--- src/rtl/load_store_unit_if.sv ---
// Core-side request/response and memory-side request/completion signals of the load/store unit.
// The master side is the core plus memory environment; the slave side is the LSU itself.
interface load_store_unit_if;
    logic        req;
    logic        we;
    logic [2:0]  funct3;
    logic [31:0] addr;
    logic [31:0] wdata;
    logic        stall;
    logic [31:0] rdata;
    logic        err;
    logic        mem_req;
    logic        mem_we;
    logic [3:0]  mem_be;
    logic [31:0] mem_addr;
    logic [31:0] mem_wdata;
    logic        mem_ready;
    logic [31:0] mem_rdata;

    modport master (
        output req, we, funct3, addr, wdata, mem_ready, mem_rdata,
        input  stall, rdata, err, mem_req, mem_we, mem_be, mem_addr, mem_wdata
    );

    modport slave (
        input  req, we, funct3, addr, wdata, mem_ready, mem_rdata,
        output stall, rdata, err, mem_req, mem_we, mem_be, mem_addr, mem_wdata
    );
endinterface

--- src/rtl/load_store_unit.sv ---
// RV32I load/store unit: byte-lane steering, load extension and a timeout abort.
// Latency is 2 cycles minimum (IDLE->WAIT->DONE); the core is stalled until mem_ready or the timeout.
module load_store_unit #(
    parameter int TIMEOUT = 16
) (
    input  logic              clk,
    input  logic              reset,
    load_store_unit_if.slave  bus
);
    localparam int CW = $clog2(TIMEOUT);

    typedef enum logic [1:0] {S_IDLE, S_WAIT, S_DONE} state_t;

    state_t        r_state, w_state_nxt;
    logic [CW-1:0] r_cnt;
    logic          r_abort;
    logic          r_we;
    logic [2:0]    r_funct3;
    logic [1:0]    r_off;
    logic [3:0]    r_be;
    logic [31:0]   r_addr;
    logic [31:0]   r_wdata;
    logic [31:0]   r_rdata;

    logic          w_legal, w_aligned, w_accept, w_reject, w_timeout;
    logic [3:0]    w_be;
    logic [31:0]   w_wdata;
    logic [31:0]   w_word;
    logic [31:0]   w_load;

    always_comb begin
        w_legal = 1'b0;
        if (bus.we) begin
            w_legal = (bus.funct3 <= 3'b010);
        end else begin
            case (bus.funct3)
                3'b000, 3'b001, 3'b010, 3'b100, 3'b101: w_legal = 1'b1;
                default:                                w_legal = 1'b0;
            endcase
        end

        w_aligned = 1'b1;
        w_be      = 4'b1111;
        w_wdata   = bus.wdata;
        case (bus.funct3[1:0])
            2'b00: begin
                w_be    = 4'b0001 << bus.addr[1:0];
                w_wdata = {4{bus.wdata[7:0]}};
            end
            2'b01: begin
                w_aligned = ~bus.addr[0];
                w_be      = bus.addr[1] ? 4'b1100 : 4'b0011;
                w_wdata   = {2{bus.wdata[15:0]}};
            end
            default: w_aligned = (bus.addr[1:0] == 2'b00);
        endcase
    end

    assign w_accept = (r_state == S_IDLE) & bus.req & w_legal & w_aligned;
    assign w_reject = (r_state == S_IDLE) & bus.req & ~(w_legal & w_aligned);

    // Shift the addressed lane down to bit 0, then extend by the captured width code.
    assign w_word = bus.mem_rdata >> {r_off, 3'b000};
    always_comb begin
        w_load = w_word;
        case (r_funct3)
            3'b000:  w_load = {{24{w_word[7]}}, w_word[7:0]};
            3'b001:  w_load = {{16{w_word[15]}}, w_word[15:0]};
            3'b100:  w_load = {24'h0, w_word[7:0]};
            3'b101:  w_load = {16'h0, w_word[15:0]};
            default: w_load = w_word;
        endcase
    end

    always_comb begin
        w_state_nxt = r_state;
        w_timeout   = 1'b0;
        case (r_state)
            S_IDLE: if (w_accept) w_state_nxt = S_WAIT;
            S_WAIT: begin
                if (bus.mem_ready) begin
                    w_state_nxt = S_DONE;
                end else if (r_cnt == CW'(TIMEOUT - 1)) begin
                    w_state_nxt = S_DONE;
                    w_timeout   = 1'b1;
                end
            end
            S_DONE:  w_state_nxt = S_IDLE;
            default: w_state_nxt = S_IDLE;
        endcase
    end

    always_ff @(posedge clk or negedge reset) begin
        if (!reset) r_state <= S_IDLE;
        else        r_state <= w_state_nxt;
    end

    always_ff @(posedge clk or negedge reset) begin
        if (!reset) begin
            r_cnt    <= '0;
            r_abort  <= 1'b0;
            r_we     <= 1'b0;
            r_funct3 <= 3'b000;
            r_off    <= 2'b00;
            r_be     <= 4'b0000;
            r_addr   <= 32'h0;
            r_wdata  <= 32'h0;
            r_rdata  <= 32'h0;
        end else begin
            if (w_accept) begin
                r_cnt    <= '0;
                r_abort  <= 1'b0;
                r_we     <= bus.we;
                r_funct3 <= bus.funct3;
                r_off    <= bus.addr[1:0];
                r_be     <= w_be;
                r_addr   <= {bus.addr[31:2], 2'b00};
                r_wdata  <= w_wdata;
            end else if (r_state == S_WAIT) begin
                if (bus.mem_ready) begin
                    r_rdata <= r_we ? 32'h0 : w_load;
                end else if (w_timeout) begin
                    r_abort <= 1'b1;
                    r_rdata <= 32'h0;
                end else begin
                    r_cnt <= r_cnt + CW'(1);
                end
            end
        end
    end

    assign bus.mem_req   = (r_state == S_WAIT);
    assign bus.mem_we    = r_we;
    assign bus.mem_be    = r_be;
    assign bus.mem_addr  = r_addr;
    assign bus.mem_wdata = r_wdata;
    assign bus.rdata     = r_rdata;
    assign bus.stall     = w_accept | (r_state == S_WAIT);
    assign bus.err       = ((r_state == S_DONE) & r_abort) | w_reject;
endmodule

--- src/flat_wrapper.sv ---
// flat-port wrapper written by rule: the top's interface ports become plain ports
module load_store_unit_flat 
#(
    parameter int TIMEOUT = 16
)
  (clk, reset, bus_req, bus_we, bus_funct3, bus_addr, bus_wdata, bus_mem_ready, bus_mem_rdata, bus_stall, bus_rdata, bus_err, bus_mem_req, bus_mem_we, bus_mem_be, bus_mem_addr, bus_mem_wdata);
  load_store_unit_if bus_i ();
  input  logic clk;
  input  logic reset;
  input wire logic [$bits(bus_i.req)-1:0] bus_req;
  input wire logic [$bits(bus_i.we)-1:0] bus_we;
  input wire logic [$bits(bus_i.funct3)-1:0] bus_funct3;
  input wire logic [$bits(bus_i.addr)-1:0] bus_addr;
  input wire logic [$bits(bus_i.wdata)-1:0] bus_wdata;
  input wire logic [$bits(bus_i.mem_ready)-1:0] bus_mem_ready;
  input wire logic [$bits(bus_i.mem_rdata)-1:0] bus_mem_rdata;
  output wire logic [$bits(bus_i.stall)-1:0] bus_stall;
  output wire logic [$bits(bus_i.rdata)-1:0] bus_rdata;
  output wire logic [$bits(bus_i.err)-1:0] bus_err;
  output wire logic [$bits(bus_i.mem_req)-1:0] bus_mem_req;
  output wire logic [$bits(bus_i.mem_we)-1:0] bus_mem_we;
  output wire logic [$bits(bus_i.mem_be)-1:0] bus_mem_be;
  output wire logic [$bits(bus_i.mem_addr)-1:0] bus_mem_addr;
  output wire logic [$bits(bus_i.mem_wdata)-1:0] bus_mem_wdata;
  assign bus_i.req = bus_req;
  assign bus_i.we = bus_we;
  assign bus_i.funct3 = bus_funct3;
  assign bus_i.addr = bus_addr;
  assign bus_i.wdata = bus_wdata;
  assign bus_i.mem_ready = bus_mem_ready;
  assign bus_i.mem_rdata = bus_mem_rdata;
  assign bus_stall = bus_i.stall;
  assign bus_rdata = bus_i.rdata;
  assign bus_err = bus_i.err;
  assign bus_mem_req = bus_i.mem_req;
  assign bus_mem_we = bus_i.mem_we;
  assign bus_mem_be = bus_i.mem_be;
  assign bus_mem_addr = bus_i.mem_addr;
  assign bus_mem_wdata = bus_i.mem_wdata;
  load_store_unit #(.TIMEOUT(TIMEOUT)) u_core (.clk(clk), .reset(reset), .bus(bus_i));
endmodule
--- config.mk ---
export PLATFORM = sky130hd
export DESIGN_NAME = load_store_unit_flat
export DESIGN_NICKNAME = d
export VERILOG_FILES = /design/src/rtl/load_store_unit_if.sv /design/src/rtl/load_store_unit.sv /design/src/flat_wrapper.sv
export SDC_FILE = /design/constraint.sdc
export NUM_CORES = 1
export LEC_CHECK = 0
export CAP_MARGIN = 30
export CORE_MARGIN = 2
export CORE_UTILIZATION = 35
export DETAILED_ROUTE_END_ITERATION = 8
export PLACE_DENSITY = 0.71
export SETUP_SLACK_MARGIN = 0.2
export SYNTH_ARGS = -nofsm -noshare
export SYNTH_HDL_FRONTEND = slang
export SYNTH_SLANG_ARGS = --single-unit
--- constraint.sdc ---
create_clock -name clk -period 4.5 [get_ports clk]
set_input_delay 0.45 -clock clk [delete_from_list [all_inputs] [get_ports clk]]
set_output_delay 0.45 -clock clk [all_outputs]
set_load 0.05 [all_outputs]
# ---- After elaboration in Yosys (flattened, before gate mapping)
# Cells that the tools add are included.
dict set report word_totals {
  elab_cells 78
  register_bits 111
  mem_count 0
  ram_bits 0
  latch_bits 0
  input_bits 104
  out_inout_bits 104
  rom_bits 0
}
dict set report op_classes {
  eq_ne 15
  n_reduce_logical 13
  mul 0
  n_shift 2
  n_bitwise 11
  add_sub_neg 1
  order_cmp 1
  div 0
  muxes 25
}
# op count
set ops {}
lappend ops {{32-bit case mux with 4 select lines} 1}
lappend ops {{32-bit two-way mux} 3}
lappend ops {{32-bit case mux with 2 select lines} 1}
lappend ops {{32-bit by 5-bit right shift with 32-bit output} 1}
lappend ops {{4-bit two-way mux} 5}
lappend ops {{3-bit equality test (second input constant)} 4}
lappend ops {{1-bit two-way mux} 9}
lappend ops {{3-bit AND reduction} 3}
lappend ops {{4-bit case mux with 2 select lines} 1}
lappend ops {{1-bit AND} 6}
lappend ops {{3-bit by 1-bit equality test with 1-bit output (second input constant)} 2}
lappend ops {{2-bit logical NOT} 3}
lappend ops {{3-bit logical NOT} 2}
lappend ops {{2-bit two-way mux} 3}
lappend ops {{2-bit by 1-bit != test with 1-bit output (second input constant)} 3}
lappend ops {{2-bit nonzero test} 3}
lappend ops {{5-bit OR reduction} 1}
lappend ops {{4-bit by 1-bit adder with 4-bit output (second input constant)} 1}
lappend ops {{2-bit by 1-bit equality test with 1-bit output (second input constant)} 2}
lappend ops {{4-bit equality test (second input constant)} 1}
lappend ops {{2-bit case mux with 2 select lines} 1}
lappend ops {{1-bit by 2-bit left shift with 4-bit output (first input constant)} 1}
lappend ops {{3-bit by 2-bit equality test with 1-bit output (second input constant)} 1}
lappend ops {{3-bit by 2-bit less-or-equal comparator with 1-bit output (second input constant)} 1}
lappend ops {{other kinds (6)} 9}

# ---- Logic depth before layout (Yosys ltp)
dict set report depth {
  ltp_word 8
  mapped_depth 7
  ltp_nobuf 5
}

# ---- Least setup slack after synthesis
# No wires, ideal clock.
dict set report synth_timing {
  path_kind {input -> output}
  start {in bus_we}
  end {out bus_stall}
  n_path_buf 2
  path_stages 5
  path_slack_ns 2.266
  arrival_ns 1.784
  path_cell_list {a221oi_1 > o211ai_1 > clkbuf_1 > buf_2 > nand2b_1}
}
dict set report synth_between {
  elab_chain_len 4
}
# item line_no
set synth_rtl {}
lappend synth_rtl {{start, declared} flat_wrapper.sv:11} ;# input wire logic [$bits(bus_i.we)-1:0] bus_we;
lappend synth_rtl {{1-bit two-way mux} load_store_unit.sv:33} ;# if (bus.we) begin
lappend synth_rtl {{1-bit AND (2 in a row)} load_store_unit.sv:59} ;# assign w_accept = (r_state == S_IDLE) & bus.req & w_legal & w_aligned;
lappend synth_rtl {{1-bit bitwise OR} load_store_unit.sv:138} ;# assign bus.stall = w_accept | (r_state == S_WAIT);
lappend synth_rtl {{end, declared} flat_wrapper.sv:17} ;# output wire logic [$bits(bus_i.stall)-1:0] bus_stall;
# Every way passes these cells.

# ---- Worst setup path after layout
dict set report layout_timing {
  start {in bus_funct3[0]}
  end {out bus_err}
}
dict set report layout_between {
  elab_chain_len 8
  elab_cells_between_ends 16
}
# item line_no
set layout_rtl {}
lappend layout_rtl {{start, declared} flat_wrapper.sv:12} ;# input wire logic [$bits(bus_i.funct3)-1:0] bus_funct3;
lappend layout_rtl {{3-bit by 1-bit equality test with 1-bit output (tied with other cells)} load_store_unit.sv:36} ;# case (bus.funct3)
lappend layout_rtl {{5-bit OR reduction} load_store_unit.sv:36}
lappend layout_rtl {{1-bit two-way mux} load_store_unit.sv:36}
lappend layout_rtl {{1-bit two-way mux} load_store_unit.sv:33}
lappend layout_rtl {{1-bit AND (*)} load_store_unit.sv:60} ;# assign w_reject = (r_state == S_IDLE) & bus.req & ~(w_legal & w_aligned);
lappend layout_rtl {{1-bit NOT (*)} load_store_unit.sv:60}
lappend layout_rtl {{1-bit AND (*)} load_store_unit.sv:60}
lappend layout_rtl {{1-bit bitwise OR (*)} load_store_unit.sv:139} ;# assign bus.err = ((r_state == S_DONE) & r_abort) | w_reject;
lappend layout_rtl {{end, declared} flat_wrapper.sv:19} ;# output wire logic [$bits(bus_i.err)-1:0] bus_err;
# Every way passes the cells marked *; elsewhere a longest branch is shown, timed or not.

==> results.tsv <==
metric	value	unit
hold_viol_final	0	
crit_buf_inv	2	
worst_slack	1240	ps
ys_types	37	
max_stage_delay	920	ps
critPathMaxFanout	13	
hold_path_class	in -> async	
yosys_warnings	0	
drtPass1Iterations	4	
period_minus_slack	3260	ps
report.final.slew_viol_count	0	
tightest_slew	1040	ps
routed_via_density	5.08	
syn_avg_cell_area	11.2	um2
cts_buffers	9	
p_leak	3.25	nW
cp.arrival	2810	ps
wl_per_cell	17.2	um
rows	44	
detail-route-antenna-nets	0	
synthTopCellsByArea	dfrtp_1 (55%), mux2i_1 (7.9%), mux2_2 (6.8%), o21ai_0 (5.0%), mux2_1 (4.0%)	
htreeDepth	3	
core_area	14400	um2
overflow	0	
mostFrequentLayoutCells	clkdlybuf4s50_1 (203), dfrtp_1 (111), nand2_1 (52), o21ai_0 (51), mux2i_1 (40)	
n_antenna_cell	0	
wirelength	14300	um
drc	0	
grt_pass1_vias	4303	
grt_use_total	18.6	%
drive_gt1_share	9.27	%
worstSetupPathType	in -> out	
async_flop_share	100	%
num-nets-final	747	
clk_latency	350	ps
hold_slack	212	ps
die_area	15500	um2
die_h	125	um
pre_cts_ws	1230	ps
cts.sink_count	111	
status	completed	
skew	6.05	ps
synth_top_area_share	54.5	%
syn-instance-count	453	
fin_area	7570	um2
fin_setup_tns	0	ps
fmax	306	MHz
ys_ff_latch	111	
die_x	125	um
cts_buffer_depth	2	
clockRootBuffer	clkbuf_16	
crit_path_top_delay_cell	clkdlybuf4s50_1	
ys.flop_type	dfrtp_1	
vdd_ir_drop_max	0.344	mV
maxCapViolCount	0	
rsz0062_at_grt	no	
synth_seq_area_share	54.5	%
syn_area	5100	um2
initial_utilization	35.5	%
reg2reg_to	u_core.bus.rdata[26]$_DFFE_PN0P_	
dr.first_iter.drc_count	158	
cp.required	4050	ps
finalSetupViolCount	0	
synth_edf_count	0	
port_buffers	205	
cts_resized	0	
hpwlAfterDp	10300	um
layout_commonest_cell	clkdlybuf4s50_1	
startpoint_type	primary input	
p_per_area	657	nW/um2
path_common_cell	clkdlybuf4s50_1	
tritoncts	built	
finalWeightedCongestion	0.824	
dpl-instance-area	7270	um2
grt_max_degree	101	
timing.slew.headroom	30.4	%
yosysTopAreaCell	dfrtp_1	
cp_top_family	buffers and inverters	
r2r_slack	1940	ps
regToRegStartpoint	u_core.r_off[1]$_DFFE_PN0P_	
antenna_found_initial	0	
io_pins	208	
cts.clk_slew.worst_paths	70	ps
ctsHoldBuffers	0	
critPathLaunch	bus_funct3[0]	
finalCritPeriodShare	72.5	%
crit_path_end_kind	output pin	
r2r_cells	3	
cts_setup_buffers	0	
cp_cell_sequence	clkdlybuf4s50_1 -> a221oi_1 -> nor2_1 -> nand3b_1 -> a21oi_1 -> clkdlybuf4s50_1	
vias	4222	
area_growth	48.5	%
grt_pass1_wl	23100	um
-- layout make-up --
class	count	area, um2
multi-input combinational	306	2150
inverter	3	11.3
clock buffer	13	250
clock inverter	3	42.5
timing repair buffer	211	2100
tap	184	230
fill	1279	6800
sequential	111	2780
-- per-layer routing --
layer | wire (um) | vias up | track usage, %
met5 | 0 | - | 0
met4 | 254 | 0 | 7.07
met3 | 1530 | 15 | 7.52
met2 | 6530 | 183 | 29.3
met1 | 6010 | 2047 | 22.8
li1 | - | 1977 | -
-- cells by family (layout without fill, tap and decap cells) --
family / Yosys count / after routing / share of synthesized area, %
XOR/XNOR: 3 / 3 / 0.516
adder cells (fa/ha/maj): 1 / 1 / 0.245
other: 1 / 2 / 0.0736
AND/OR/NAND/NOR: 105 / 105 / 9.77
multiplexers: 91 / 91 / 19.4
buffers and inverters: 37 / 230 / 3.46
AO/OA/AOI/OAI: 104 / 104 / 12.0
flip-flops: 111 / 111 / 54.5
-- registers in the layout, summed over array words and instances (netlist names) --
name / cells
u_core.r_off: 2
u_core.bus.rdata: 32
u_core.bus.mem_we: 1
u_core.bus.mem_wdata: 32
u_core.r_cnt: 4
u_core.r_funct3: 3
u_core.bus.mem_be: 4
u_core.bus.mem_addr: 30
u_core.r_state: 2
u_core.r_abort: 1
-- power breakdown --
part	switching (mW)	internal, mW
Combinational	1.64	0.929
Clock	0.358	0.447
Sequential	0.251	1.34
Total	2.25	2.72
-- synthesized netlist by cell type (4+ instances only) --
library cell / number
clkbuf_1: 20
mux2_2: 31
nand2_1: 52
buf_2: 6
mux2i_1: 40
o21ai_0: 51
nand3_1: 4
dfrtp_1: 111
mux2_1: 18
nor2_1: 24
nand3b_1: 9
a21oi_1: 30
a221o_1: 16
-- through the flow --
stage / power [mW] / cells / util (%)
floorplan: 3.23 / 454 / -
global placement: 4.15 / 815 / 50.6
detailed placement: 4.19 / 815 / 50.6
CTS: 5.02 / 831 / 52.7
global route: 5.21 / 831 / 52.7
finish: 4.97 / 831 / 52.7
-- how the worst max path moves through the flow --
stage,end,slack [ps],depth (start not counted)
floorplan,bus_stall,2270,5
global placement,bus_err,1240,6
detailed placement,bus_err,1230,6
CTS,bus_err,1230,6
global route,bus_err,1060,6
finish,bus_err,1240,6
Power figures use the tool's default switching activity.
